===== config.mk =====
export PLATFORM = sky130hd
export DESIGN_NAME = ep_tone_gen_multi
export DESIGN_NICKNAME = d
export VERILOG_FILES = /design/src/rtl/ep_tone_gen_multi.sv
export SDC_FILE = /design/constraint.sdc
export NUM_CORES = 1
export LEC_CHECK = 0
export ABC_AREA = 1
export CAP_MARGIN = 15
export CORE_UTILIZATION = 50
export CTS_CLUSTER_DIAMETER = 150
export DETAILED_ROUTE_END_ITERATION = 16
export GPL_ROUTABILITY_DRIVEN = 0
export GPL_TIMING_DRIVEN = 1
export PLACE_DENSITY = 0.76
export SLEW_MARGIN = 20
export SYNTH_ARGS = -nofsm -noshare
export SYNTH_HDL_FRONTEND = slang
export SYNTH_SLANG_ARGS = --single-unit

===== constraint.sdc =====
create_clock -name clk1M -period 3.3 [get_ports clk1M]
set_input_delay 0.66 -clock clk1M [delete_from_list [all_inputs] [get_ports clk1M]]
set_output_delay 0.66 -clock clk1M [all_outputs]
set_load 0.02 [all_outputs]

===== src/rtl/ep_tone_gen_multi.sv =====
// ep_tone_gen_multi: NUM_CH independent square-wave tone channels (C5..B5, octave shift, rest).
// Define EP_TONE_DUTY_EN to add a per-channel duty-cycle select input.
module ep_tone_gen_multi #(
   parameter int CLK_HZ = 1000000,
   parameter int NUM_CH = 2,
   parameter int CNT_W  = 16
) (
   input  logic                        clk1M,
   input  logic                        rst_n,
   input  logic [4*NUM_CH-1:0]         note,
   input  logic [2*NUM_CH-1:0]         oct,
`ifdef EP_TONE_DUTY_EN
   input  logic [2*NUM_CH-1:0]         duty,
`endif
   output logic [NUM_CH-1:0]           out,
   output logic [NUM_CH-1:0]           tick,
   output logic [$clog2(NUM_CH+1)-1:0] mix
);
   localparam int MIX_W = $clog2(NUM_CH+1);
   localparam logic [CNT_W-1:0] ONE = CNT_W'(1);

   typedef enum logic {IDLE = 1'b0, RUN = 1'b1} ch_state_t;

   if (64'(2 * CLK_HZ / 32'd523) >= (64'd1 << CNT_W)) begin : g_cnt_w_check
      $error("CNT_W too narrow for the low-octave C period at CLK_HZ");
   end
   if (NUM_CH < 1 || NUM_CH > 8) begin : g_num_ch_check
      $error("NUM_CH must be in 1..8");
   end

   // Period in clocks for a note/octave pair; all divisions are by constants.
   function automatic logic [CNT_W-1:0] period_of(input logic [3:0] n, input logic [1:0] o);
      logic [CNT_W-1:0] pm;
      case (n)
         4'd0:    pm = CNT_W'(CLK_HZ / 32'd523);
         4'd1:    pm = CNT_W'(CLK_HZ / 32'd554);
         4'd2:    pm = CNT_W'(CLK_HZ / 32'd587);
         4'd3:    pm = CNT_W'(CLK_HZ / 32'd622);
         4'd4:    pm = CNT_W'(CLK_HZ / 32'd659);
         4'd5:    pm = CNT_W'(CLK_HZ / 32'd698);
         4'd6:    pm = CNT_W'(CLK_HZ / 32'd740);
         4'd7:    pm = CNT_W'(CLK_HZ / 32'd784);
         4'd8:    pm = CNT_W'(CLK_HZ / 32'd831);
         4'd9:    pm = CNT_W'(CLK_HZ / 32'd880);
         4'd10:   pm = CNT_W'(CLK_HZ / 32'd932);
         4'd11:   pm = CNT_W'(CLK_HZ / 32'd988);
         default: pm = '0;
      endcase
      case (o)
         2'd0:    period_of = pm << 1'b1;
         2'd1:    period_of = pm;
         2'd2:    period_of = pm >> 1'b1;
         default: period_of = '0;
      endcase
   endfunction

`ifdef EP_TONE_DUTY_EN
   // Low portion of a period for the selected duty code.
   function automatic logic [CNT_W-1:0] low_of(input logic [CNT_W-1:0] p, input logic [1:0] d);
      case (d)
         2'd0:    low_of = p - (p >> 2'd1);
         2'd1:    low_of = p - (p >> 2'd2);
         2'd2:    low_of = p - (p >> 2'd3);
         2'd3:    low_of = p >> 2'd2;
         default: low_of = p >> 2'd1;
      endcase
   endfunction
`endif

   logic [NUM_CH-1:0] out_next_all_s;
   logic [MIX_W-1:0]  mix_next_s;
   logic [MIX_W-1:0]  mix_r;

   for (genvar c = 0; c < NUM_CH; c++) begin : g_ch
      ch_state_t        state_r, state_next_s;
      logic [CNT_W-1:0] cnt_r, cnt_next_s, per_r, per_next_s, low_r, low_next_s;
      logic [CNT_W-1:0] p_in_s, l_in_s;
      logic             valid_s, wrap_s, out_r, out_next_s, tick_r, tick_next_s;

      // Undefined or X codes make valid_s non-true, which every branch below treats as rest.
      assign valid_s = (note[4*c +: 4] < 4'd12) && (oct[2*c +: 2] != 2'd3);
      assign p_in_s  = period_of(note[4*c +: 4], oct[2*c +: 2]);
`ifdef EP_TONE_DUTY_EN
      assign l_in_s  = low_of(p_in_s, duty[2*c +: 2]);
`else
      assign l_in_s  = p_in_s >> 1'b1;
`endif
      assign wrap_s  = (cnt_r == per_r - ONE);

      // Channel state and datapath registers; reset aborts any running period.
      always_ff @(posedge clk1M or negedge rst_n) begin
         if (!rst_n) begin
            state_r <= IDLE;
            cnt_r   <= '0;
            per_r   <= '0;
            low_r   <= '0;
            out_r   <= 1'b0;
            tick_r  <= 1'b0;
         end else begin
            state_r <= state_next_s;
            cnt_r   <= cnt_next_s;
            per_r   <= per_next_s;
            low_r   <= low_next_s;
            out_r   <= out_next_s;
            tick_r  <= tick_next_s;
         end
      end

      // Next state: note/octave is latched only at start or at a period wrap.
      always_comb begin
         state_next_s = state_r;
         cnt_next_s   = cnt_r;
         per_next_s   = per_r;
         low_next_s   = low_r;
         case (state_r)
            IDLE: begin
               if (valid_s) begin
                  state_next_s = RUN;
                  cnt_next_s   = '0;
                  per_next_s   = p_in_s;
                  low_next_s   = l_in_s;
               end else begin
                  cnt_next_s   = '0;
               end
            end
            RUN: begin
               if (valid_s) begin
                  if (wrap_s) begin
                     cnt_next_s = '0;
                     per_next_s = p_in_s;
                     low_next_s = l_in_s;
                  end else begin
                     cnt_next_s = cnt_r + ONE;
                  end
               end else begin
                  state_next_s = IDLE;
                  cnt_next_s   = '0;
               end
            end
            default: begin
               state_next_s = IDLE;
               cnt_next_s   = '0;
            end
         endcase
      end

      // Output next values, registered alongside the counter.
      always_comb begin
         tick_next_s = 1'b0;
         out_next_s  = 1'b0;
         if ((state_r == RUN) && valid_s && wrap_s) begin
            tick_next_s = 1'b1;
         end else begin
            tick_next_s = 1'b0;
         end
         if ((state_next_s == RUN) && (cnt_next_s >= low_next_s)) begin
            out_next_s = 1'b1;
         end else begin
            out_next_s = 1'b0;
         end
      end

      assign out_next_all_s[c] = out_next_s;
      assign out[c]            = out_r;
      assign tick[c]           = tick_r;
   end

   // Population count of the channels' next outputs.
   always_comb begin
      mix_next_s = '0;
      for (int i = 0; i < NUM_CH; i++) begin
         mix_next_s = mix_next_s + MIX_W'(out_next_all_s[i]);
      end
   end

   // Mix register, aligned with the per-channel out registers.
   always_ff @(posedge clk1M or negedge rst_n) begin
      if (!rst_n) begin
         mix_r <= '0;
      end else begin
         mix_r <= mix_next_s;
      end
   end

   assign mix = mix_r;
endmodule

==> results.md, run 1 <==
- Psw: 1.98 mW
- Nets@finish: ~1500
- Worst Setup SP: g_ch[1].per_r[1]$_DFFE_PN0P_
- Clock share of power: 22.1%
- Final number of setup-violating endpoints: 3
- IO Port Bufs: 19
- Max_cap viols: 0
- CTS Sinks: 96
- WL final: ~29 mm
- Initial DRT Pass Iterations: 6
- Switching share of power: 41.6%
- Failing checks: setup timing
- Place WS: -629 ps
- Flop2flop setup slack: -460 ps
- Slew Viols, Final: 0
- FF-to-FF Start: g_ch[1].per_r[1]$_DFFE_PN0P_
- Initial Util: ~52%
- Largest net degree at the start of global routing: 56
- Kind of critical path: flip-flop to flip-flop
- Area Growth Syn to Fin: 37.8%
- Tot GR Track Use: 30.4%
- Die ar.: 16500 um2
- Cell row count: 45
- FMAX: 266 MHz
- M1 WL: 11.1 mm
- Clock transition at path regs: roughly 80 ps
- Fin Clk Skew: between 10 and 15 ps
- CP startpoint kind: flip-flop
- GRT Residual Overflow: 0
- Post-DR wirelength/cell: 17.5 um
- Post-synthesis net count: 1285
- Fill cells: a little over 1000
- Die outline width: 128 um
- Most frequent cells in the layout: nand2_1, buf_4, inv_1
- DRT iter0 DRCs: 1068
- Critical-path maximum fanout: 5
- DRT antenna net count: 0
- Final hold vios: 0
- Unique masters post-synth: 45
- EDFF count, synth: 0
- Arrival time of the worst setup path: 4000 ps
- Final Cycle Share: 114%
- Maximum vdd drop: 340 uV
- Global-route wire length before repair: 39.6 mm
- Combinational power share: 48.4%
- Met3 wire length: 3.15 mm
- Async set-reset flop share out of synthesis: 100%
- Yosys warnings: 0
- Vias per inst: 5.80
- Hold Path Class: primary input to async pin
- Core area: around 15000 um2
- Met2 WL post-DR: 13.1 mm
- Vias in the first global route: 8551
- CP endpoint kind: flip-flop
- Worst skew pair latency: 370 ps
- Highest routed layer: met4
- CTS Buf Count: 9
- Clk buf depth: 2
- Sequential fraction of the synthesis area: about 30%
- Final setup margin: -458 ps
- Lkg Pwr: between 5 and 6 nW
- Clock root buffer: clkbuf_16
- RSZ-0062 raised after global routing: true
- Layout cells sized above 1: 30.0%
- Cts hold-fix bufs: 0
- Final Instance Count excl. Fillers: 1662
- Min Tclk post-route: approximately 3800 ps
- Internal power: 2.78 mW
- Syn Area/Cell: 6.52 um2
- Outcome: finished, violations left
- Critical path data required time: 3540 ps
- Share of power burned in registers: between 20 and 30%
- I/O pin cnt: 20
- Post-Synthesis Cells: ~1200
- TritonCTS clock tree: yes
- Die Y: 128 um
- Drt drc: 0
- Post-Synthesis Cell Area: 7980 um2
- Ant diodes: 0
- Seq cells post-synth: 96
- Rel. slew slack: 49.0%
- Commonest non-fill, non-tap cell in the layout: nand2_1
- Placed Cells: roughly 1600
- Main synth FF type: dfrtp_1
- Vias: 9641
- Initial antenna violation count: 0
- Depth of the CTS H-tree: 3
- Pwr dens: 433 nW/um2
- DP Wirelength: approximately 17 mm
- Worst-Margin Slew: 764 ps
## cells by family after synthesis
family / Yosys count / synth area share [%]
AO/OA/AOI/OAI: 134 / 10.1
AND/OR/NAND/NOR: 715 / 39.0
adder cells (fa/ha/maj): 47 / 7.37
XOR/XNOR: 24 / 2.73
buffers and inverters: 208 / 10.7
flip-flops: 96 / 30.1
## area by class of cell
| class | count | area [um2] | share of cell area [%] |
|---|---|---|---|
| clock buffers | 10 | 239 | 2.17 |
| inverters | 179 | 672 | 6.11 |
| repair buffers | 240 | 1970 | 18.0 |
| flip-flops and latches | 96 | 2410 | 21.9 |
| multi-input cells | 920 | 5390 | 49.0 |
| well taps | 211 | 264 | 2.40 |
| clock inverters | 6 | 50.0 | 0.455 |
## registers in the layout, indices dropped and copies added, names as in the netlist
signal / count
mix: 2
g_ch.out_r: 2
g_ch.cnt_r: 32
g_ch.low_r: 32
g_ch.state_r: 2
g_ch.tick_r: 2
g_ch.per_r: 24
## final timing paths
path                                                     end  cells past startpoint
worst max-delay path                        mix[0]$_DFF_PN0_                     26
worst min-delay path              g_ch[0].low_r[1]$_DFF_PN0_                      1
worst max register to register              mix[0]$_DFF_PN0_                     26
worst min register to register   g_ch[0].low_r[15]$_DFF_PN0_                      2
max in group asynchronous       g_ch[0].per_r[9]$_DFFE_PN0P_                      2
min in group clk1M               g_ch[0].low_r[15]$_DFF_PN0_                      2
## timing repair
item,4_1_cts,5_1_grt
endpoints found under the setup margin,3,5
cloned,2,0
endpoints found under the hold margin,0,0
pin swaps,30,76
setup buffers,26,26
resized for setup,63,141
## cells in the mapped netlist, types with 14 or more instances
master / count / area, um2
nand4_1: 31 / 194
o21ai_2: 14 / 123
nand2_2: 17 / 106
o21ai_0: 51 / 255
inv_1: 177 / 664
nand3_1: 84 / 420
nor2_1: 156 / 586
nor2_2: 14 / 87.6
ha_1: 47 / 588
nor3_1: 17 / 85.1
nand2_1: 367 / 1380
a21oi_1: 31 / 155
dfrtp_1: 96 / 2400
clkbuf_1: 14 / 52.6
## layer usage
metal / track usage, % / up-vias
met1: 40.0 / 4419
met5: 0 / -
li1: - / 4344
met4: 11.2 / 0
met2: 49.5 / 695
met3: 6.05 / 183
## power groups by stage
stage | registers [mW] | logic [mW] | clock network, mW
after floorplan | 1.38 | 1.10 | 0
after global placement | 1.39 | 1.68 | 0
after detailed placement | 1.40 | 1.72 | 0
after CTS | 1.38 | 1.89 | 1.05
after global routing | 1.41 | 2.50 | 1.11
final | 1.40 | 2.31 | 1.05
## stage by stage
step	util, %	setup TNS, ps	cell area (um2)	total power [mW]	hold slack (ps)
6_report	71.5	-1160	11000	4.77	362
5_1_grt	71.5	-2020	11000	5.01	417
4_1_cts	67.4	-200	10400	4.32	390
3_5_place_dp	62.4	-1770	9590	3.12	464
3_3_place_gp	62.4	-1240	9590	3.08	451
2_1_floorplan	-	0	7980	2.48	364
## worst max-delay path, stage by stage, from the launching register on
cell	delay (ps)
dfrtp_2	430
inv_2	80
ha_4	190
inv_1	80
nand2_1	80
nand3_1	130
nand2_2	80
nor2_4	110
nand2_1	80
nor2_2	120
nand3_2	90
nor2_4	190
nand2_2	110
nand3_2	120
buf_6	130
nor3b_2	50
buf_4	170
ha_4	320
nand2_2	100
buf_4	140
buf_4	130
nor3_2	180
nand2_2	80
nand3_2	90
nand2_2	50
inv_2	90
ha_4	200
No activity file was read; power rests on OpenSTA's default activity.
==> run 2: changes to the inputs <==
--- a/config.mk
+++ b/config.mk
@@ -6,13 +6,14 @@
 export NUM_CORES = 1
 export LEC_CHECK = 0
 export ABC_AREA = 1
-export CAP_MARGIN = 15
-export CORE_UTILIZATION = 50
+export CELL_PAD_IN_SITES_DETAIL_PLACEMENT = 0
+export CELL_PAD_IN_SITES_GLOBAL_PLACEMENT = 1
+export CORE_UTILIZATION = 41
 export CTS_CLUSTER_DIAMETER = 150
 export DETAILED_ROUTE_END_ITERATION = 16
 export GPL_ROUTABILITY_DRIVEN = 0
 export GPL_TIMING_DRIVEN = 1
-export PLACE_DENSITY = 0.76
+export PLACE_DENSITY = 0.85
 export SLEW_MARGIN = 20
 export SYNTH_ARGS = -nofsm -noshare
 export SYNTH_HDL_FRONTEND = slang
==> results.md, run 2 (same netlist as run 1, synthesis figures left out) <==
- Vias in the first global route: 7945
- Initial DRT Pass Iterations: 7
- Worst skew pair latency: 350 ps
- Crit-path cells: inv_2, ha_4, nand2_4, buf_4, nand2_2, nand2_1, nand2_1, nand2_1, nor2_1, nand2_1, nor2_4, nand2_2, nand3_4, buf_6, nor3_1, buf_4, ha_4, nand4_1, nor3_2, nand2_1, nand3_1, nand2_1, inv_2, ha_4
- R2R Path End: mix[0]$_DFF_PN0_
- CP max stage delay: 440 ps
- Die outline width: between 100 and 150 um
- Critical-path top delay cell: dfrtp_2
- Cts hold-fix bufs: 0
- DRT iter0 DRCs: 635
- Vias per inst: 4.95
- Post-Place Cell Area: 9930 um2
- CTS Sinks: 96
- IO Port Bufs: 19
- Clock transition at path regs: ~70 ps
- Worst-Margin Slew: 729 ps
- Cell row count: 50
- Die ar.: 20000 um2
- Lkg Pwr: between 5 and 6 nW
- Die Y: 142 um
- WL final: 24.7 mm
- Worst reg2reg path depth: 24
- Final Instance Count excl. Fillers: 1733
- Final hold vios: 0
- Clock root buffer: clkbuf_16
- Outcome: finished, violations left
- Final setup margin: -136 ps
- Critical Path End: mix[0]$_DFF_PN0_
- Layout cells sized above 1: 31.1%
- Placed Cells: 1689
- Hold Path Class: primary input to async pin
- Nets@finish: 1529
- Max_cap viols: 0
- GRT Residual Overflow: 0
- Top flop regs: g_ch.cnt_r x32, g_ch.low_r x32, g_ch.per_r x24
- Post-DR wirelength/cell: 14.2 um
- CTS Buf Count: 9
- Critical-path maximum fanout: 5
- Slew Viols, Final: 0
- Final Instance Area: between 10000 and 15000 um2
- Rel. slew slack: 51.4%
- Fin Clk Skew: 6.88 ps
- FF-to-FF Start: g_ch[1].per_r[1]$_DFFE_PN0P_
- Maximum vdd drop: a little under 300 uV
- Ant diodes: 0
- Pwr dens: 428 nW/um2
- Tot GR Track Use: 24.8%
- Largest net degree at the start of global routing: 54
- TritonCTS clock tree: yes
- Depth of the CTS H-tree: 3
- DRT antenna net count: 0
- Global-route wire length before repair: 39.1 mm
- Worst Setup SP: g_ch[1].per_r[1]$_DFFE_PN0P_
- Area Growth Syn to Fin: 41.0%
- FMAX: 291 MHz
- Arrival time of the worst setup path: around 3700 ps
- Power Total: 4.81 mW
- Fill cells: 1737
- Most used cell, CP: nand2_1
- Final number of setup-violating endpoints: 2
- Critical path data required time: 3550 ps
- Core area: 18900 um2
- Clk buf depth: 2
- Initial Util: 42.2%
- Most frequent cells in the layout: nand2_1, buf_4, inv_1
- I/O pin cnt: 20
- DP Wirelength: ~18 mm
- CP startpoint kind: flip-flop
- Initial antenna violation count: 0
- Vias: around 8600
- RSZ-0062 raised after global routing: true
- CP endpoint kind: flip-flop
- Final Cycle Share: 104%
- Drt drc: 0
- Failing checks: setup timing
- Flop2flop setup slack: -140 ps
- Kind of critical path: flip-flop to flip-flop
- Min Tclk post-route: 3440 ps
- Commonest non-fill, non-tap cell in the layout: nand2_1
[run 2: area by class of cell]
cell class / instances / area (um2) / area share, %
clock buffers: 11 / 243 / 2.16
clock inverters: 5 / 78.8 / 0.700
inverters: 179 / 677 / 6.02
multi-input cells: 920 / 5400 / 48.0
flip-flops and latches: 96 / 2410 / 21.4
well taps: 260 / 325 / 2.89
repair buffers: 262 / 2120 / 18.8
[run 2: worst min path at each step]
| stage | startpoint | to | slack, ps | cells past startpoint |
|---|---|---|---|---|
| 2_1_floorplan | rst_n | g_ch[0].cnt_r[0]$_DFF_PN0_ | 360 | 0 |
| 3_3_place_gp | g_ch[1].low_r[14]$_DFF_PN0_ | g_ch[1].low_r[14]$_DFF_PN0_ | 460 | 2 |
| 3_5_place_dp | g_ch[1].low_r[15]$_DFF_PN0_ | g_ch[1].low_r[15]$_DFF_PN0_ | 460 | 2 |
| 4_1_cts | rst_n | g_ch[1].cnt_r[15]$_DFF_PN0_ | 390 | 1 |
| 5_1_grt | rst_n | g_ch[1].cnt_r[12]$_DFF_PN0_ | 410 | 1 |
| 6_report | rst_n | g_ch[1].cnt_r[15]$_DFF_PN0_ | 360 | 1 |
[run 2: metrics by stage]
| step | worst slack [ps] | setup TNS, ps | utilization (%) | hold WS, ps |
|---|---|---|---|---|
| 2_1_floorplan | 38.1 | 0 | - | 364 |
| 3_3_place_gp | -526 | -1470 | 52.6 | 456 |
| 3_5_place_dp | -626 | -1760 | 52.6 | 460 |
| 4_1_cts | -53.7 | -54.7 | 57.4 | 387 |
| 5_1_grt | -326 | -785 | 59.6 | 412 |
| 6_report | -136 | -168 | 59.6 | 357 |
[run 2: critical path: cells and delay by family (launching register included)]
family,cells,cell delay [ps]
AND/OR/NAND/NOR,16,1640
buffers and inverters,5,580
flip-flops,1,440
adder cells (fa/ha/maj),3,640
[run 2: repair_timing]
action,in CTS,in global routing
gates resized for setup,117,89
setup endpoints to repair,3,4
setup buffers,21,10
cloned,1,0
pin swaps,54,65
endpoints found under the hold margin,0,0
[run 2: power by group]
| group | internal, mW | switching (mW) |
|---|---|---|
| clock | 0.687 | 0.499 |
| sequential | 1.29 | 0.106 |
| combinational | 0.960 | 1.27 |
[run 2: layer usage]
layer	global-route usage [%]	up-vias	wire [um]
li1	-	4395	-
met1	36.9	3956	12200
met2	38.2	195	11100
met3	2.90	26	1090
met4	6.34	0	327
met5	0	-	0
